===== src/rtl/decap_ekey_lookup_if.sv =====
// Request/result handshake bundle between the decap pipeline and the ekey lookup engine.
// The master is the pipeline side; the slave is the lookup engine.
interface decap_ekey_lookup_if #(
  parameter int DEPTH_NBITS       = 10,
  parameter int KEY_NBITS         = 32,
  parameter int VALUE_DEPTH_NBITS = 12,
  parameter int VALUE_NBITS       = 128
);
  logic                         lookup_valid;
  logic                         lookup_ready;
  logic [KEY_NBITS-1:0]         lookup_key;
  logic [DEPTH_NBITS-1:0]       lookup_hash0;
  logic [DEPTH_NBITS-1:0]       lookup_hash1;
  logic                         result_valid;
  logic                         result_ready;
  logic                         result_hit;
  logic [VALUE_DEPTH_NBITS-1:0] result_ptr;
  logic [VALUE_NBITS-1:0]       result_value;

  modport master (
    output lookup_valid, lookup_key, lookup_hash0, lookup_hash1, result_ready,
    input  lookup_ready, result_valid, result_hit, result_ptr, result_value
  );

  modport slave (
    input  lookup_valid, lookup_key, lookup_hash0, lookup_hash1, result_ready,
    output lookup_ready, result_valid, result_hit, result_ptr, result_value
  );
endinterface


===== src/rtl/decap_ekey_lookup.sv =====
// Ekey lookup engine: reads two hash buckets in parallel, matches the key, fetches the
// value record on a hit and returns one hit/miss result per request with saturating stats.
module decap_ekey_lookup #(
  parameter int DEPTH_NBITS       = 10,
  parameter int ENTRIES           = 4,
  parameter int KEY_NBITS         = 32,
  parameter int VALUE_DEPTH_NBITS = 12,
  parameter int BUCKET_NBITS      = ENTRIES * (1 + KEY_NBITS + VALUE_DEPTH_NBITS),
  parameter int VALUE_NBITS       = 128,
  parameter int CNT_NBITS         = 32
) (
  input  logic                         clk,
  input  logic                         rst,
  decap_ekey_lookup_if.slave           lk,
  output logic                         ekey_hash_table0_rd,
  output logic [DEPTH_NBITS-1:0]       ekey_hash_table0_raddr,
  input  logic                         ekey_hash_table0_ack,
  input  logic [BUCKET_NBITS-1:0]      ekey_hash_table0_rdata,
  output logic                         ekey_hash_table1_rd,
  output logic [DEPTH_NBITS-1:0]       ekey_hash_table1_raddr,
  input  logic                         ekey_hash_table1_ack,
  input  logic [BUCKET_NBITS-1:0]      ekey_hash_table1_rdata,
  output logic                         ekey_value_rd,
  output logic [VALUE_DEPTH_NBITS-1:0] ekey_value_raddr,
  input  logic                         ekey_value_ack,
  input  logic [VALUE_NBITS-1:0]       ekey_value_rdata,
  output logic [CNT_NBITS-1:0]         hit_cnt,
  output logic [CNT_NBITS-1:0]         miss_cnt
);
  localparam int ENTRY_NBITS = 1 + KEY_NBITS + VALUE_DEPTH_NBITS;

  typedef enum logic [1:0] {IDLE, WAIT_BKT, WAIT_VAL, RESULT} state_t;

  state_t                       state, state_nxt;
  logic [KEY_NBITS-1:0]         key_q;
  logic [BUCKET_NBITS-1:0]      bkt0_q, bkt1_q, bkt0_cur, bkt1_cur;
  logic                         done0, done1, take0, take1, both_done;
  logic                         accept, match_hit;
  logic [VALUE_DEPTH_NBITS-1:0] match_ptr;
  logic [ENTRY_NBITS-1:0]       entry;
  logic                         res_hit;
  logic [VALUE_DEPTH_NBITS-1:0] res_ptr;
  logic [VALUE_NBITS-1:0]       res_value;

  // Only the first ack of each table in WAIT_BKT is taken; repeats and strays are dropped.
  assign take0     = (state == WAIT_BKT) && ekey_hash_table0_ack && !done0;
  assign take1     = (state == WAIT_BKT) && ekey_hash_table1_ack && !done1;
  assign bkt0_cur  = take0 ? ekey_hash_table0_rdata : bkt0_q;
  assign bkt1_cur  = take1 ? ekey_hash_table1_rdata : bkt1_q;
  assign both_done = (done0 || take0) && (done1 || take1);

  assign lk.lookup_ready = (state == IDLE);
  assign lk.result_valid = (state == RESULT);
  assign lk.result_hit   = res_hit;
  assign lk.result_ptr   = res_ptr;
  assign lk.result_value = res_value;

  // Scan from lowest priority to highest so the last hit written wins (table 0, entry 0 first).
  always_comb begin
    // NOTE: every always_comb output gets a default first so no path can infer a latch.
    match_hit = 1'b0;
    match_ptr = '0;
    entry     = '0;
    for (int t = 1; t >= 0; t--) begin
      for (int i = ENTRIES - 1; i >= 0; i--) begin
        entry = (t == 0) ? bkt0_cur[i*ENTRY_NBITS +: ENTRY_NBITS]
                         : bkt1_cur[i*ENTRY_NBITS +: ENTRY_NBITS];
        if (entry[ENTRY_NBITS-1] && (entry[VALUE_DEPTH_NBITS +: KEY_NBITS] == key_q)) begin
          match_hit = 1'b1;
          match_ptr = entry[VALUE_DEPTH_NBITS-1:0];
        end
      end
    end
  end

  always_comb begin
    state_nxt = state;
    accept    = 1'b0;
    unique case (state)
      IDLE:     if (lk.lookup_valid) begin
                  accept    = 1'b1;
                  state_nxt = WAIT_BKT;
                end
      WAIT_BKT: if (both_done) state_nxt = match_hit ? WAIT_VAL : RESULT;
      WAIT_VAL: if (ekey_value_ack) state_nxt = RESULT;
      RESULT:   if (lk.result_ready) state_nxt = IDLE;
      default:  state_nxt = IDLE;
    endcase
  end

  // NOTE: sequential state uses non-blocking assignments so all registers update together.
  always_ff @(posedge clk or posedge rst) begin
    if (rst) state <= IDLE;
    else     state <= state_nxt;
  end

  always_ff @(posedge clk or posedge rst) begin
    if (rst) begin
      // NOTE: the bucket holding registers are reset too, so a reset mid-lookup leaves no stale data.
      key_q                  <= '0;
      bkt0_q                 <= '0;
      bkt1_q                 <= '0;
      done0                  <= 1'b0;
      done1                  <= 1'b0;
      ekey_hash_table0_rd    <= 1'b0;
      ekey_hash_table1_rd    <= 1'b0;
      ekey_hash_table0_raddr <= '0;
      ekey_hash_table1_raddr <= '0;
      ekey_value_rd          <= 1'b0;
      ekey_value_raddr       <= '0;
      res_hit                <= 1'b0;
      res_ptr                <= '0;
      res_value              <= '0;
      hit_cnt                <= '0;
      miss_cnt               <= '0;
    end else begin
      ekey_hash_table0_rd <= 1'b0;
      ekey_hash_table1_rd <= 1'b0;
      ekey_value_rd       <= 1'b0;
      if (accept) begin
        key_q                  <= lk.lookup_key;
        ekey_hash_table0_raddr <= lk.lookup_hash0;
        ekey_hash_table1_raddr <= lk.lookup_hash1;
        ekey_hash_table0_rd    <= 1'b1;
        ekey_hash_table1_rd    <= 1'b1;
        done0                  <= 1'b0;
        done1                  <= 1'b0;
      end
      if (take0) begin
        bkt0_q <= ekey_hash_table0_rdata;
        done0  <= 1'b1;
      end
      if (take1) begin
        bkt1_q <= ekey_hash_table1_rdata;
        done1  <= 1'b1;
      end
      if ((state == WAIT_BKT) && both_done) begin
        if (match_hit) begin
          ekey_value_rd    <= 1'b1;
          ekey_value_raddr <= match_ptr;
          res_ptr          <= match_ptr;
        end else begin
          res_hit   <= 1'b0;
          res_ptr   <= '0;
          res_value <= '0;
        end
      end
      if ((state == WAIT_VAL) && ekey_value_ack) begin
        res_value <= ekey_value_rdata;
        res_hit   <= 1'b1;
      end
      if ((state == RESULT) && lk.result_ready) begin
        if (res_hit) begin
          if (hit_cnt != '1) hit_cnt <= hit_cnt + CNT_NBITS'(1);
        end else begin
          if (miss_cnt != '1) miss_cnt <= miss_cnt + CNT_NBITS'(1);
        end
      end
    end
  end
endmodule

===== src/flat_wrapper.sv =====
// flat-port wrapper written by rule: the top's interface ports become plain ports
module decap_ekey_lookup_flat 
#(
  parameter int DEPTH_NBITS       = 10,
  parameter int ENTRIES           = 4,
  parameter int KEY_NBITS         = 32,
  parameter int VALUE_DEPTH_NBITS = 12,
  parameter int BUCKET_NBITS      = ENTRIES * (1 + KEY_NBITS + VALUE_DEPTH_NBITS),
  parameter int VALUE_NBITS       = 128,
  parameter int CNT_NBITS         = 32
)
  (clk, rst, ekey_hash_table0_rd, ekey_hash_table0_raddr, ekey_hash_table0_ack, ekey_hash_table0_rdata, ekey_hash_table1_rd, ekey_hash_table1_raddr, ekey_hash_table1_ack, ekey_hash_table1_rdata, ekey_value_rd, ekey_value_raddr, ekey_value_ack, ekey_value_rdata, hit_cnt, miss_cnt, lk_lookup_valid, lk_lookup_key, lk_lookup_hash0, lk_lookup_hash1, lk_result_ready, lk_lookup_ready, lk_result_valid, lk_result_hit, lk_result_ptr, lk_result_value);
  decap_ekey_lookup_if #(.DEPTH_NBITS(DEPTH_NBITS), .KEY_NBITS(KEY_NBITS), .VALUE_DEPTH_NBITS(VALUE_DEPTH_NBITS), .VALUE_NBITS(VALUE_NBITS)) lk_i ();
  input  logic clk;
  input  logic rst;
  output logic ekey_hash_table0_rd;
  output logic [DEPTH_NBITS-1:0] ekey_hash_table0_raddr;
  input  logic ekey_hash_table0_ack;
  input  logic [BUCKET_NBITS-1:0] ekey_hash_table0_rdata;
  output logic ekey_hash_table1_rd;
  output logic [DEPTH_NBITS-1:0] ekey_hash_table1_raddr;
  input  logic ekey_hash_table1_ack;
  input  logic [BUCKET_NBITS-1:0] ekey_hash_table1_rdata;
  output logic ekey_value_rd;
  output logic [VALUE_DEPTH_NBITS-1:0] ekey_value_raddr;
  input  logic ekey_value_ack;
  input  logic [VALUE_NBITS-1:0] ekey_value_rdata;
  output logic [CNT_NBITS-1:0] hit_cnt;
  output logic [CNT_NBITS-1:0] miss_cnt;
  input wire logic [$bits(lk_i.lookup_valid)-1:0] lk_lookup_valid;
  input wire logic [$bits(lk_i.lookup_key)-1:0] lk_lookup_key;
  input wire logic [$bits(lk_i.lookup_hash0)-1:0] lk_lookup_hash0;
  input wire logic [$bits(lk_i.lookup_hash1)-1:0] lk_lookup_hash1;
  input wire logic [$bits(lk_i.result_ready)-1:0] lk_result_ready;
  output wire logic [$bits(lk_i.lookup_ready)-1:0] lk_lookup_ready;
  output wire logic [$bits(lk_i.result_valid)-1:0] lk_result_valid;
  output wire logic [$bits(lk_i.result_hit)-1:0] lk_result_hit;
  output wire logic [$bits(lk_i.result_ptr)-1:0] lk_result_ptr;
  output wire logic [$bits(lk_i.result_value)-1:0] lk_result_value;
  assign lk_i.lookup_valid = lk_lookup_valid;
  assign lk_i.lookup_key = lk_lookup_key;
  assign lk_i.lookup_hash0 = lk_lookup_hash0;
  assign lk_i.lookup_hash1 = lk_lookup_hash1;
  assign lk_i.result_ready = lk_result_ready;
  assign lk_lookup_ready = lk_i.lookup_ready;
  assign lk_result_valid = lk_i.result_valid;
  assign lk_result_hit = lk_i.result_hit;
  assign lk_result_ptr = lk_i.result_ptr;
  assign lk_result_value = lk_i.result_value;
  decap_ekey_lookup #(.DEPTH_NBITS(DEPTH_NBITS), .ENTRIES(ENTRIES), .KEY_NBITS(KEY_NBITS), .VALUE_DEPTH_NBITS(VALUE_DEPTH_NBITS), .BUCKET_NBITS(BUCKET_NBITS), .VALUE_NBITS(VALUE_NBITS), .CNT_NBITS(CNT_NBITS)) u_core (.clk(clk), .rst(rst), .lk(lk_i), .ekey_hash_table0_rd(ekey_hash_table0_rd), .ekey_hash_table0_raddr(ekey_hash_table0_raddr), .ekey_hash_table0_ack(ekey_hash_table0_ack), .ekey_hash_table0_rdata(ekey_hash_table0_rdata), .ekey_hash_table1_rd(ekey_hash_table1_rd), .ekey_hash_table1_raddr(ekey_hash_table1_raddr), .ekey_hash_table1_ack(ekey_hash_table1_ack), .ekey_hash_table1_rdata(ekey_hash_table1_rdata), .ekey_value_rd(ekey_value_rd), .ekey_value_raddr(ekey_value_raddr), .ekey_value_ack(ekey_value_ack), .ekey_value_rdata(ekey_value_rdata), .hit_cnt(hit_cnt), .miss_cnt(miss_cnt));
endmodule

===== config.mk =====
export PLATFORM = sky130hd
export DESIGN_NAME = decap_ekey_lookup_flat
export DESIGN_NICKNAME = d
export VERILOG_FILES = /design/src/rtl/decap_ekey_lookup_if.sv /design/src/rtl/decap_ekey_lookup.sv /design/src/flat_wrapper.sv
export SDC_FILE = /design/constraint.sdc
export NUM_CORES = 1
export LEC_CHECK = 0
export ABC_AREA = 1
export CORE_AREA = 10 10 301 303
export DETAILED_ROUTE_END_ITERATION = 8
export DIE_AREA = 0 0 311 313
export GPL_TIMING_DRIVEN = 0
export HOLD_SLACK_MARGIN = 0.15
export PLACE_DENSITY = 0.64
export SKIP_CTS_REPAIR_TIMING = 1
export SYNTH_ARGS = -nofsm -noshare
export SYNTH_HDL_FRONTEND = slang
export SYNTH_SLANG_ARGS = --single-unit

===== constraint.sdc =====
create_clock -name clk -period 20.1 [get_ports clk]
set_input_delay 3.015 -clock clk [delete_from_list [all_inputs] [get_ports clk]]
set_output_delay 3.015 -clock clk [all_outputs]
set_load 0.05 [all_outputs]

==> summary.md <==
After detailed routing, the number of vias per cell comes to 5.02. TritonCTS built the clock tree. The largest fanout of any net on the critical path works out to 10. After synthesis, the cell types taking the most area are sky130_fd_sc_hd__dfrtp_1 53%, sky130_fd_sc_hd__nand2_1 21%, sky130_fd_sc_hd__nand3_1 4.2%. The top cell type's share of synthesized area is 53.4%.

Maximum ir drop on the vdd rail: 0.0973 mV. For the fmax, the log shows 151 MHz. The HPWL after detailed placement is 113000 um. The final wirelength was 144000 um; the count of input and output buffers was 788. For the multi-input logic area, the log shows 0.0120 mm2. The tools report the cell area after synthesis as 0.0298 mm2.

For this run, the number of Yosys warnings is 0. The clock tree synthesis step divided the H-tree into 3 levels. Across the whole layout, storage elements account for 0.0159 mm2. For this run, design rule violations remaining after detail routing come to 0. The most used cell along the critical path was sky130_fd_sc_hd__nand2_1. By startpoint and endpoint, the worst setup path is classified as in -> reg. Once the floorplan was initialized, standard cells occupied 35.2% of the core. The tools report the buffer depth of the longest clock path as 3. On the critical path, the stage with the largest delay is an instance of sky130_fd_sc_hd__clkbuf_1.

Count of final max-slew check failures: 0. The die covers 0.0973 mm2. Cells with a size suffix above 1 make up 6.26% of the layout. Worst min-delay path category: reg -> reg.

The logs give 0 for the max-cap violation count and 29.3k for the via total after detailed routing. For the largest net degree at the start of global routing, the log shows 42. The unique cell type count in the Yosys netlist is 43, and the mean instance size in the synthesized netlist is 7.96 um2.

The placed instances occupy a cell area of 0.0394 mm2. The iteration count of the initial detailed-routing pass came out at 7. The analysis attributes to cell leakage a power of 21.0 nW.

The post-detailed-route wirelength per cell was 24.6 um. Setup repair after global routing left no endpoint under its margin. The tools report the first-pass GRT wire length as 204000 um. The worst-skew pair later-pin latency came out at 0.63 ns. The floorplan has 107 rows. For this run, the post-layout net count is 5177. At the end of routability-driven placement, the weighted congestion stood at 0.997. The count of nets left with antenna violations once routing finished came out at 0. Total congestion overflow after global routing: 0. Buffers inserted during clock tree synthesis total 76. The run finished with clean final reports.

Measured against its own limit, the worst slew margin works out to 6.99%. The maximum clock skew at final layout was 0.0253 ns. At the pin with the least slew margin, the transition time is 1.40 ns. The post-synthesis to final-layout area growth is 41.5%, and the time the final worst path needs with I/O delays and setup is 6.62 ns.

The overall die height works out to 313 um. The floorplan step defined a core boundary enclosing 0.0846 mm2. The logs give 8231 for the number of fill cells in the layout and 28.5% for the global-route usage over all layers. The tree is rooted in a sky130_fd_sc_hd__clkbuf_16. The number of global-route vias before repair is 29.1k. In this run, the number of DRC markers left after iteration 0 of detailed routing was 3069. The hold violation count in the final report was 0; the number of sinks on the clock net was 635.

The run gives 3740 as the number of instances in the synthesized netlist. Setup violations remaining at the end of the flow were counted as 0. STA classifies the critical path endpoint as a flip-flop. Of all cell types, the one taking the most synthesized area is sky130_fd_sc_hd__dfrtp_1. The logs give 789 for the number of I/O pins and 53.4% for the sequential area share after synthesis.

The number of antenna violations at the first check in global routing was 37. The register bit total from synthesis was 635; the post-synthesis net count was 4293. Floorplan die width: 311 um. The share of the clock period used by the worst path was 32.9%.

Dividing total power by cell area gives a power density of 147 mW/mm2. On the worst path, the slowest cell contributes a delay of 0.64 ns. Data on the critical path is required at its endpoint by 20.59 ns. With fillers left out, the area of the finished cells amounts to 0.0421 mm2.

Traced cell by cell, the critical path runs through clkdlybuf4s50_1 > buf_4 > nand3_4 > clkbuf_1 > o21ai_1 > nand2_1 > nand2_1 > nor2_1 > nand2_1 > nor2_1 > nand3_1 > nor2_2 > buf_4 > a21oi_1 > nand2_1 > nand2_1 > nand2_1 > nand2_1 > nand2_1 > nand2_1 > nand2_1 > nand2_1. The worst setup path is launched from an input pin. Data on the critical path arrives at its endpoint at 7.11 ns. Clock transition at the registers of the reported paths: 0.06 ns. After routing, the total negative slack on setup checks comes to 0 ns.
## cell families (layout without fill, tap and decap cells)
kind of cell	after synthesis	in the layout	synth area share, %
flops	635	635	53.4
simple gates	2257	2257	30.7
buf+inv	409	1347	6.21
compound gates	288	288	5.17
fa+ha+maj	6	6	0.252
xor+xnor	145	145	4.27
other cells	0	21	0
## critical path: cells and delay by family
| family | cells | cell delay [ns] |
|---|---|---|
| compound gates | 2 | 0.26 |
| simple gates | 16 | 2.02 |
| buf+inv | 4 | 1.79 |
## final timing paths
kind	to	start	slack (ns)	cells after the start
setup / recovery	u_core.lk.result_ptr[4]$_DFFE_PP0P_	ekey_hash_table1_ack	13.48	22
hold / removal	u_core.bkt1_q[93]$_DFF_PP0_	u_core.bkt1_q[93]$_DFF_PP0_	0.48	2
setup reg to reg	u_core.lk.result_ptr[4]$_DFFE_PP0P_	u_core.key_q[11]$_DFFE_PP0P_	15.52	19
hold reg to reg	u_core.bkt1_q[93]$_DFF_PP0_	u_core.bkt1_q[93]$_DFF_PP0_	0.48	2
max in group asynchronous	u_core.lk.result_value[19]$_DFFE_PP0P_	rst	15.49	8
min in group asynchronous	u_core.bkt0_q[65]$_DFF_PP0_	rst	2.73	2
## metal layers
metal	global-route usage [%]	vias up	share of wire, %
met1	35.8	14039	39
met5	0	-	0.10
li1	-	13491	-
met4	13.1	24	4.5
met2	44.4	1463	46
met3	9.21	303	11
## cells in the final DEF, fill, tap and decap left out, drive strengths merged, types with 2 or more instances in the layout
cell type	n
nand2	1703
clkdlybuf4s50	788
dfrtp	635
nand3	250
inv	214
clkbuf	187
o21ai	175
nor2	168
xor2	123
buf	120
a21oi	68
or2	45
nor3	43
nand4	33
clkinv	26
xnor2	22
diode	21
o211ai	19
o22ai	18
nor4	9
bufinv	8
ha	6
clkinvlp	4
nand3b	3
o21a	2
## where the power goes
part           leakage [nW]  switching (W)  internal (W)
clock network          1.29       0.000585      0.000887
registers              8.03       0.000209       0.00174
logic                  11.6        0.00189      0.000868
## final cells by class
type / instances / share of cell area (%)
multi-input cells: 2696 / 28.5
inverters: 226 / 2.03
flip-flops and latches: 635 / 37.7
well taps: 1144 / 3.40
repair buffers: 806 / 19.6
clock inverters: 26 / 0.873
plain buffers: 183 / 2.36
diodes: 21 / 0.125
clock buffers: 106 / 5.36
## through the flow
stage                     hold WS [ns]  util (%)  instances  worst slack, ns  total power (W)
after global routing             0.489      49.8       5843            13.38          0.00650
final                            0.476      49.8       5843            13.48          0.00618
after detailed placement         0.462      46.6       5690            12.94          0.00465
after global placement           0.458      46.2       5672             3.64          0.00462
after CTS                        0.477      49.7       5822            13.62          0.00613
after floorplan                  0.439         -       3740             8.41          0.00361
## cells in the mapped netlist, drive strengths merged
| master | n |
|---|---|
| xor2 | 123 |
| o22ai | 18 |
| or3 | 1 |
| o21ai | 175 |
| inv | 211 |
| o2111a | 1 |
| o211a | 1 |
| nor2 | 168 |
| ha | 6 |
| xnor2 | 22 |
| a21oi | 68 |
| and2 | 1 |
| a22o | 1 |
| nand4 | 33 |
| and3 | 1 |
| a211oi | 1 |
| o21a | 2 |
| clkinv | 15 |
| a221oi | 1 |
| nor3 | 43 |
| nor4 | 9 |
| a31oi | 1 |
| clkbuf | 81 |
| nand2 | 1703 |
| or2 | 45 |
| nand3b | 3 |
| nand3 | 250 |
| buf | 102 |
| o211ai | 19 |
| dfrtp | 635 |
## sequential cells by signal, summed over array words and instances (netlist names)
| register | flops |
|---|---|
| u_core.bkt0_q | 180 |
| u_core.bkt1_q | 180 |
| u_core.lk.result_value | 128 |
| u_core.hit_cnt | 32 |
| u_core.key_q | 32 |
| u_core.miss_cnt | 32 |
| u_core.ekey_value_raddr | 12 |
| u_core.lk.result_ptr | 12 |
| u_core.ekey_hash_table0_raddr | 10 |
| u_core.ekey_hash_table1_raddr | 10 |
| u_core.state | 2 |
| u_core.done0 | 1 |
| u_core.done1 | 1 |
| u_core.ekey_hash_table0_rd | 1 |
| u_core.ekey_value_rd | 1 |
| u_core.lk.result_hit | 1 |
(Power assumes the default switching activity.)
